===== src/rtl/fwd_scoreboard_unit.sv =====
`default_nettype none
// +--------------------------------------------------------------------------+
// | fwd_scoreboard_unit                                                      |
// | EX-stage operand forwarding over NSTAGE sources plus a per-register      |
// | scoreboard for long-latency writebacks. Optional: FWD_STALL_CNT_EN.      |
// | Revision: 1.0                                                            |
// +--------------------------------------------------------------------------+
module fwd_scoreboard_unit #(
  parameter  int NSTAGE = 2,
  parameter  int NREG   = 32,
  parameter  int RAW    = 5,
  localparam int SELW   = $clog2(NSTAGE + 2)
) (
  input  logic                  clk,
  input  logic                  reset,
  input  logic [RAW-1:0]        rs1_ex,
  input  logic [RAW-1:0]        rs2_ex,
  input  logic                  use_rs1_ex,
  input  logic                  use_rs2_ex,
  input  logic                  wr_en_ex,
  input  logic [RAW-1:0]        rd_ex,
  input  logic [NSTAGE*RAW-1:0] stg_rd,
  input  logic [NSTAGE-1:0]     stg_we,
  input  logic                  issue_valid,
  input  logic                  complete_valid,
  input  logic [RAW-1:0]        complete_rd,
  output logic [SELW-1:0]       forward_a,
  output logic [SELW-1:0]       forward_b,
  output logic                  stall_ex,
  output logic                  issue_accept,
  output logic                  sb_busy,
  output logic                  sb_err,
  output logic [31:0]           stall_cnt
);

  localparam logic [SELW-1:0] SEL_CPL = SELW'(NSTAGE + 1);

  logic [NREG-1:0] pending_q, pending_d;
  logic            sb_err_q, sb_err_d;
  logic            raw_a, raw_b, waw, stall, accept;
  logic [SELW-1:0] fwd_a, fwd_b;

  function automatic logic is_pending(input logic [RAW-1:0] r);
    is_pending = (32'(r) < NREG) ? pending_q[r] : 1'b0;
  endfunction

  function automatic logic cpl_hit(input logic [RAW-1:0] r);
    cpl_hit = complete_valid && (complete_rd == r);
  endfunction

  // Stage loop runs oldest-first so the youngest matching stage wins.
  function automatic logic [SELW-1:0] fwd_sel(input logic [RAW-1:0] rs, input logic use_rs);
    logic [SELW-1:0] sel;
    sel = '0;
    if (use_rs && rs != '0) begin
      if (cpl_hit(rs)) sel = SEL_CPL;
      for (int k = NSTAGE - 1; k >= 0; k--) begin
        if (stg_we[k] && stg_rd[k*RAW +: RAW] == rs) sel = SELW'(k + 1);
      end
    end
    return sel;
  endfunction

  always_comb begin
    fwd_a  = fwd_sel(rs1_ex, use_rs1_ex);
    fwd_b  = fwd_sel(rs2_ex, use_rs2_ex);
    raw_a  = use_rs1_ex && is_pending(rs1_ex) && !cpl_hit(rs1_ex);
    raw_b  = use_rs2_ex && is_pending(rs2_ex) && !cpl_hit(rs2_ex);
    waw    = wr_en_ex && is_pending(rd_ex) && !cpl_hit(rd_ex);
    stall  = raw_a | raw_b | waw;
    accept = issue_valid && !stall;
  end

  // Clear first, then set, so a same-cycle issue to a completing register keeps it pending.
  always_comb begin
    pending_d = pending_q;
    sb_err_d  = sb_err_q;
    if (complete_valid) begin
      if (is_pending(complete_rd)) pending_d[complete_rd] = 1'b0;
      else                         sb_err_d = 1'b1;
    end
    if (accept && rd_ex != '0 && 32'(rd_ex) < NREG) pending_d[rd_ex] = 1'b1;
    pending_d[0] = 1'b0;
  end

  always_ff @(posedge clk) begin
    if (reset) begin
      pending_q <= '0;
      sb_err_q  <= 1'b0;
    end else begin
      pending_q <= pending_d;
      sb_err_q  <= sb_err_d;
    end
  end

`ifdef FWD_STALL_CNT_EN
  logic [31:0] stall_cnt_q;

  always_ff @(posedge clk) begin
    if (reset) begin
      stall_cnt_q <= '0;
    end else if (stall && stall_cnt_q != 32'hFFFF_FFFF) begin
      stall_cnt_q <= stall_cnt_q + 32'd1;
    end
  end

  assign stall_cnt = reset ? 32'd0 : stall_cnt_q;
`else
  assign stall_cnt = 32'd0;
`endif

  assign forward_a    = reset ? '0 : fwd_a;
  assign forward_b    = reset ? '0 : fwd_b;
  assign stall_ex     = stall & ~reset;
  assign issue_accept = accept & ~reset;
  assign sb_busy      = (|pending_q) & ~reset;
  assign sb_err       = sb_err_q & ~reset;

endmodule
`default_nettype wire


===== config.mk =====
export PLATFORM = sky130hd
export DESIGN_NAME = fwd_scoreboard_unit
export DESIGN_NICKNAME = d
export VERILOG_FILES = /design/src/rtl/fwd_scoreboard_unit.sv
export SDC_FILE = /design/constraint.sdc
export NUM_CORES = 1
export LEC_CHECK = 0
export BUFFER_PORTS_ARGS = -buffer_cell sky130_fd_sc_hd__buf_2
export CORE_UTILIZATION = 40
export CTS_CLUSTER_DIAMETER = 200
export DETAILED_ROUTE_END_ITERATION = 10
export GPL_ROUTABILITY_DRIVEN = 0
export PLACE_DENSITY = 0.73
export REMOVE_ABC_BUFFERS = 1
export SLEW_MARGIN = 20
export SYNTH_ARGS = -nofsm -noshare
export SYNTH_HDL_FRONTEND = slang
export SYNTH_SLANG_ARGS = --single-unit

===== constraint.sdc =====
create_clock -name clk -period 1.8 [get_ports clk]
set_input_delay 0.09 -clock clk [delete_from_list [all_inputs] [get_ports clk]]
set_output_delay 0.09 -clock clk [all_outputs]
set_load 0.05 [all_outputs]

==> results.toml, run 1 <==
[sta]
fmax_mhz = 402
setup_viol = 34
period_minus_slack_ps = 2490
hold_viol = 0
worst_slew_pin_slew_ps = 494
grt_setup_unrepaired = "true"
fin_skew_ps = 7.29
final.period_utilization = 1.38
drv_slew = 0
setup_tns_ps = -15390
slew_headroom = 0.665
setup_ws_ps = -689

[setup_path]
path_max_fanout = 2
cp-endpoint = "issue_accept"
rr_worst_depth = 8
crit_start = "pending_q[15]"
cp-start-kind = "flip-flop"
critPathArrivalTime_ps = 2400
timing.rr.end = "pending_q[7]"
crit_type = "flip-flop to output port"
rrSetupSlack_ps = -490
worstPathRequired_ps = 1710
reg2reg_from = "pending_q[15]"
cp-end-kind = "output port"

[power_and_ir_drop]
ir_drop_uv = 328
power_frac_clock = 0.311
switching_power_w = 0.000832
seqPwrFrac = 0.322
leakage_nw = 1.92
comb_power_share = 0.367
p_sw_frac = 0.369
powerDensity_mw_per_mm2 = 482
p_int_w = 0.00142

[synth]
synth_seq_cells = 32
ys.flop_type = "dfxtp_1"
synth_top_area_frac = 0.178
ys_seq_area_frac = 0.178
async_reset_ff_frac = 0
yosysTopAreaCell = "dfxtp_1"
muxShareOfSynthArea = 0.215
synthCells = 432
yosys.area_share.simple = 0.209
synth_cell_types = 46
yosys-top-cells-count = "32 x buf_4, 32 x dfxtp_1, 32 x o21ai_1"
synth_edf_count = 0
synth_compound_area_frac = 0.175
synth_fa_ha_area_frac = 0
syn_area_mm2 = 0.00359
avgSynthCellArea_um2 = 8.32
synth_area_leaders = "dfxtp_1 18%, mux4_2 10%, o311ai_1 7.1%"
synth-xor-area-share = 0.0853
synth_top_family_by_area = "multiplexers"
yosys_warnings = 0

[clock_network]
htreeDepth = 2
tritoncts = "built"
cts-hold-fix-buffers = 0
clkTransAtPathRegs_ps = 70
clock_sinks = 32
cts_root_buffer = "clkbuf_8"
clock_path_buffers = 2
clock_latency_ps = 290
cts_buffers = 5

[die]
die_y_um = 96.8
coreArea_mm2 = 0.00872
io_pins = 79
die-width_um = 96.8
initial_core_util = 0.412
die_area_mm2 = 0.00936
fp-row-count = 34

[global_routing]
grt.met1_usage = 0.352
grt_max_degree = 20
gr-max-usage-layer = "met2"
grt_use_total = 0.260
gr-usage-met3 = 0.0556
grt_overflow = 0
antenna_found_initial = 0
grt_pass1_wl_mm = 19.7
gr-usage-met2 = 0.407
grt_pass1_vias = 3788

[layout]
nets = 578
final_cells = 648
area_growth_pct = 30.1
fill_cells = 780
final_layout_size_suffix_gt1_frac = 0.350
fin_area_mm2 = 0.00467
diodes = 0

[detailed_routing]
drt-total-wl_mm = 12.4
wl_per_cell_um = 19.1
drt_pass1_iterations = 8
postRouteAntennaNets = 0
vias = 4006
drc = 0
drt_iter0_markers = 456
avgViaCountPerCell = 6.18

[hold_path]
hp-start = "reset"
hp-class = "input port to flip-flop"

[placed_design]
port_buffers = 46
place_area_mm2 = 0.00437
hpwl_mm = 9.26
placed_cells = 634
pre_cts_ws_ps = -516

[flow_run]
cap_violations = 0

[outcome]
violations = "negative setup slack"
outcome = "finished with violations"
-- worst max-delay path: stages (launching register included) --
cell       delay (ps)
dfxtp_1           320
mux4_2            460
mux4_2            510
o2111ai_4         250
o21a_1            190
and4_1            220
buf_6             160
-- flip-flops by register name, summed over array words and instances, names as in the netlist --
| register | flops |
|---|---|
| pending_q | 31 |
| sb_err_q | 1 |
-- area by class of cell --
type / count / area, um^2 / area share
sequential: 32 / 646 / 0.138
tap: 108 / 135 / 0.0289
clock buffer: 6 / 72.6 / 0.0155
inverter: 12 / 47.5 / 0.0102
multi-input combinational: 345 / 2670 / 0.571
clock inverter: 2 / 35.0 / 0.00750
timing repair buffer: 143 / 1070 / 0.229
-- stage by stage --
step / hold slack, ps / utilization / total power [W]
floorplan: 162 / - / 0.00116
global placement: 402 / 0.501 / 0.00150
detailed placement: 413 / 0.501 / 0.00152
CTS: 118 / 0.527 / 0.00221
global route: 122 / 0.536 / 0.00232
finish: 100 / 0.536 / 0.00225
-- worst min-delay path by stage --
| stage | slack, ps | endpoint | cells after the start |
|---|---|---|---|
| 2_1_floorplan | 160 | sb_err_q | 1 |
| 3_3_place_gp | 400 | sb_err_q | 2 |
| 3_5_place_dp | 410 | sb_err_q | 2 |
| 4_1_cts | 120 | sb_err_q | 2 |
| 6_report | 100 | sb_err_q | 2 |
| 5_1_grt | 120 | sb_err_q | 2 |
-- power by group through the flow --
stage	registers, W	logic (W)	clock network (W)
finish	0.000725	0.000828	0.000701
CTS	0.000724	0.000802	0.000689
floorplan	0.000740	0.000417	0
detailed placement	0.000740	0.000778	0
global placement	0.000739	0.000765	0
global route	0.000726	0.000872	0.000725
-- repair_timing --
item / in CTS / in global routing
resized for setup: 15 / 20
cloned: 2 / 0
endpoints found under the setup margin: 35 / 36
pin swaps: 2 / 4
setup buffers: 3 / 2
-- cell usage in the layout, fill, tap and decap left out, types with 5 or more instances in the layout --
cell,count
buf_4,88
buf_2,42
conb_1,32
nor2_1,30
nand2_1,29
o311ai_1,28
dfxtp_1,28
o21ai_1,26
xor2_1,24
mux2i_1,22
mux4_2,18
nand3_1,17
nand3b_1,15
nor4_1,13
nand4_1,13
xnor2_1,11
inv_1,10
nor2b_1,8
buf_6,7
o21ai_2,6
and3_1,5
a31oi_1,5
clkbuf_8,5
-- cells by family (layout without fill, tap and decap cells) --
kind of cell	after synthesis	count (layout)
muxes	47	47
AOI/OAI and AO/OA	89	89
DFF	32	32
xor gates and xnor gates	35	35
other	1	32
and+or+nand+nor	142	142
buffers and inverters	86	163
-- layer usage --
metal	routed length, um	part of all wire
met5	0	0
met4	439	0.035
met3	1410	0.11
met1	4980	0.40
met2	5550	0.45
No activity file was read; power rests on OpenSTA's default activity.
==> run 2: changes to the inputs <==
- PLACE_DENSITY: 0.73 -> 0.71
- clock period: 1.8 -> 2.55 ns (I/O delays scaled with it)
==> results.toml, run 2 (synthesized netlist as in run 1, its figures left out) <==
[outcome]
outcome = "finished with violations"
violations = "negative setup slack"

[clock_network]
clock_sinks = 32
cts_buffers = 5
clkTransAtPathRegs_ps = 70
clock_path_buffers = 2
clock_latency_ps = 290
htreeDepth = 2
tritoncts = "built"
cts_root_buffer = "clkbuf_8"

[detailed_routing]
drt_iter0_markers = 507
drt_pass1_iterations = 7
wl_per_cell_um = 19.6
drt-total-wl_mm = 11.2
vias = 3639
drc = 0
avgViaCountPerCell = 6.35
postRouteAntennaNets = 0

[global_routing]
grt_overflow = 0
grt_max_degree = 21
antenna_found_initial = 0
grt_use_total = 0.242
grt_pass1_vias = 3490
grt_pass1_wl_mm = 18.3

[power_and_ir_drop]
p_int_w = 0.000860
comb_power_share = 0.345
power_frac_clock = 0.291
switching_power_w = 0.000544
powerDensity_mw_per_mm2 = 357
seqPwrFrac = 0.364
p_sw_frac = 0.388
ir_drop_uv = 238
leakage_nw = 1.49

[setup_path]
crit_chain = "mux4_2, mux4_2, o2111ai_4, o21a_1, and4_1, buf_6"
critPathArrivalTime_ps = 2450
cp-end-kind = "output port"
slowest_delay_ps = 520
cp_common_cell = "mux4_2"
cp-start-kind = "flip-flop"
path_max_fanout = 2
rrSetupSlack_ps = 340
crit_type = "flip-flop to output port"
slowest_stage = "mux4_2"
worstPathRequired_ps = 2420

[placed_design]
hpwl_mm = 8.12
pre_cts_ws_ps = 148
port_buffers = 46
place_area_mm2 = 0.00376

[die]
die_area_mm2 = 0.00936
io_pins = 79
coreArea_mm2 = 0.00872
die-width_um = 96.8
die_y_um = 96.8
initial_core_util = 0.412
fp-row-count = 34

[sta]
fmax_mhz = 387
setup_viol = 1
setup_tns_ps = -31.7
whs_ps = 150
grt_setup_unrepaired = "true"
fin_skew_ps = 6.10
setup_ws_ps = -31.7
hold_viol = 0
period_minus_slack_ps = 2580
worst_slew_pin_slew_ps = 666
final.period_utilization = 1.01
slew_headroom = 0.550
drv_slew = 0

[layout]
final_core_util = 0.451
fill_cells = 837
diodes = 0
fin_area_mm2 = 0.00393
reg_top3 = "pending_q (31), sb_err_q (1)"
largest-register = "pending_q"
nets = 503
largest_reg_flops = 31
mostFrequentLayoutCells = "44 x buf_2, 32 x o21ai_1, 32 x conb_1, 30 x nor2_1"
final_common_cell = "buf_2"
area_growth_pct = 9.40
final_layout_size_suffix_gt1_frac = 0.232

[flow_run]
cap_violations = 0

[hold_path]
hp-class = "input port to flip-flop"
-- run 2: metrics by stage --
stage / instances / power (W)
5_1_grt: 573 / 0.00146
3_5_place_dp: 559 / 0.000995
6_report: 573 / 0.00140
3_3_place_gp: 559 / 0.000987
4_1_cts: 571 / 0.00140
2_1_floorplan: 389 / 0.000817
-- run 2: final cells by class --
class / count / area (um^2) / share of cell area
Timing Repair Buffer: 68 / 404 / 0.103
Tap cell: 108 / 135 / 0.0344
Multi-Input combinational cell: 345 / 2590 / 0.659
Clock buffer: 8 / 90.1 / 0.0229
Inverter: 12 / 45.0 / 0.0115
Sequential cell: 32 / 664 / 0.169
-- run 2: power by group through the flow --
| stage | clock network (W) | registers [W] | logic [W] |
|---|---|---|---|
| 3_3_place_gp | 0 | 0.000525 | 0.000462 |
| 6_report | 0.000409 | 0.000511 | 0.000485 |
| 3_5_place_dp | 0 | 0.000526 | 0.000470 |
| 2_1_floorplan | 0 | 0.000523 | 0.000295 |
| 4_1_cts | 0.000412 | 0.000511 | 0.000476 |
| 5_1_grt | 0.000432 | 0.000511 | 0.000516 |
-- run 2: final timing paths --
kind,from,endpoint,cells past startpoint
setup / recovery,pending_q[15],issue_accept,6
hold / removal,reset,sb_err_q,2
setup reg to reg,pending_q[15],pending_q[29],7
hold reg to reg,sb_err_q,sb_err_q,2
-- run 2: routing by layer --
metal  vias up  global-route usage  wire length (um)
met3        45              0.0340              1060
met4         0               0.122               451
met1      1711               0.325              4590
met2       252               0.378              5100
met5         -                   0                 0
li1       1631                   -                 -
-- run 2: repair_timing --
action / 4_1_cts / 5_1_grt
pin swaps: 1 / 1
setup buffers: 4 / 2
setup endpoints to repair: 1 / 2
gates resized for setup: 18 / 3
hold buffers: 0 / 0
-- run 2: worst max-delay path, delay by kind of cell, from the launching register on --
| family | cells | cell delay, ps |
|---|---|---|
| and+or+nand+nor | 1 | 240 |
| buffers and inverters | 1 | 170 |
| muxes | 2 | 980 |
| DFF | 1 | 350 |
| AOI/OAI and AO/OA | 2 | 420 |
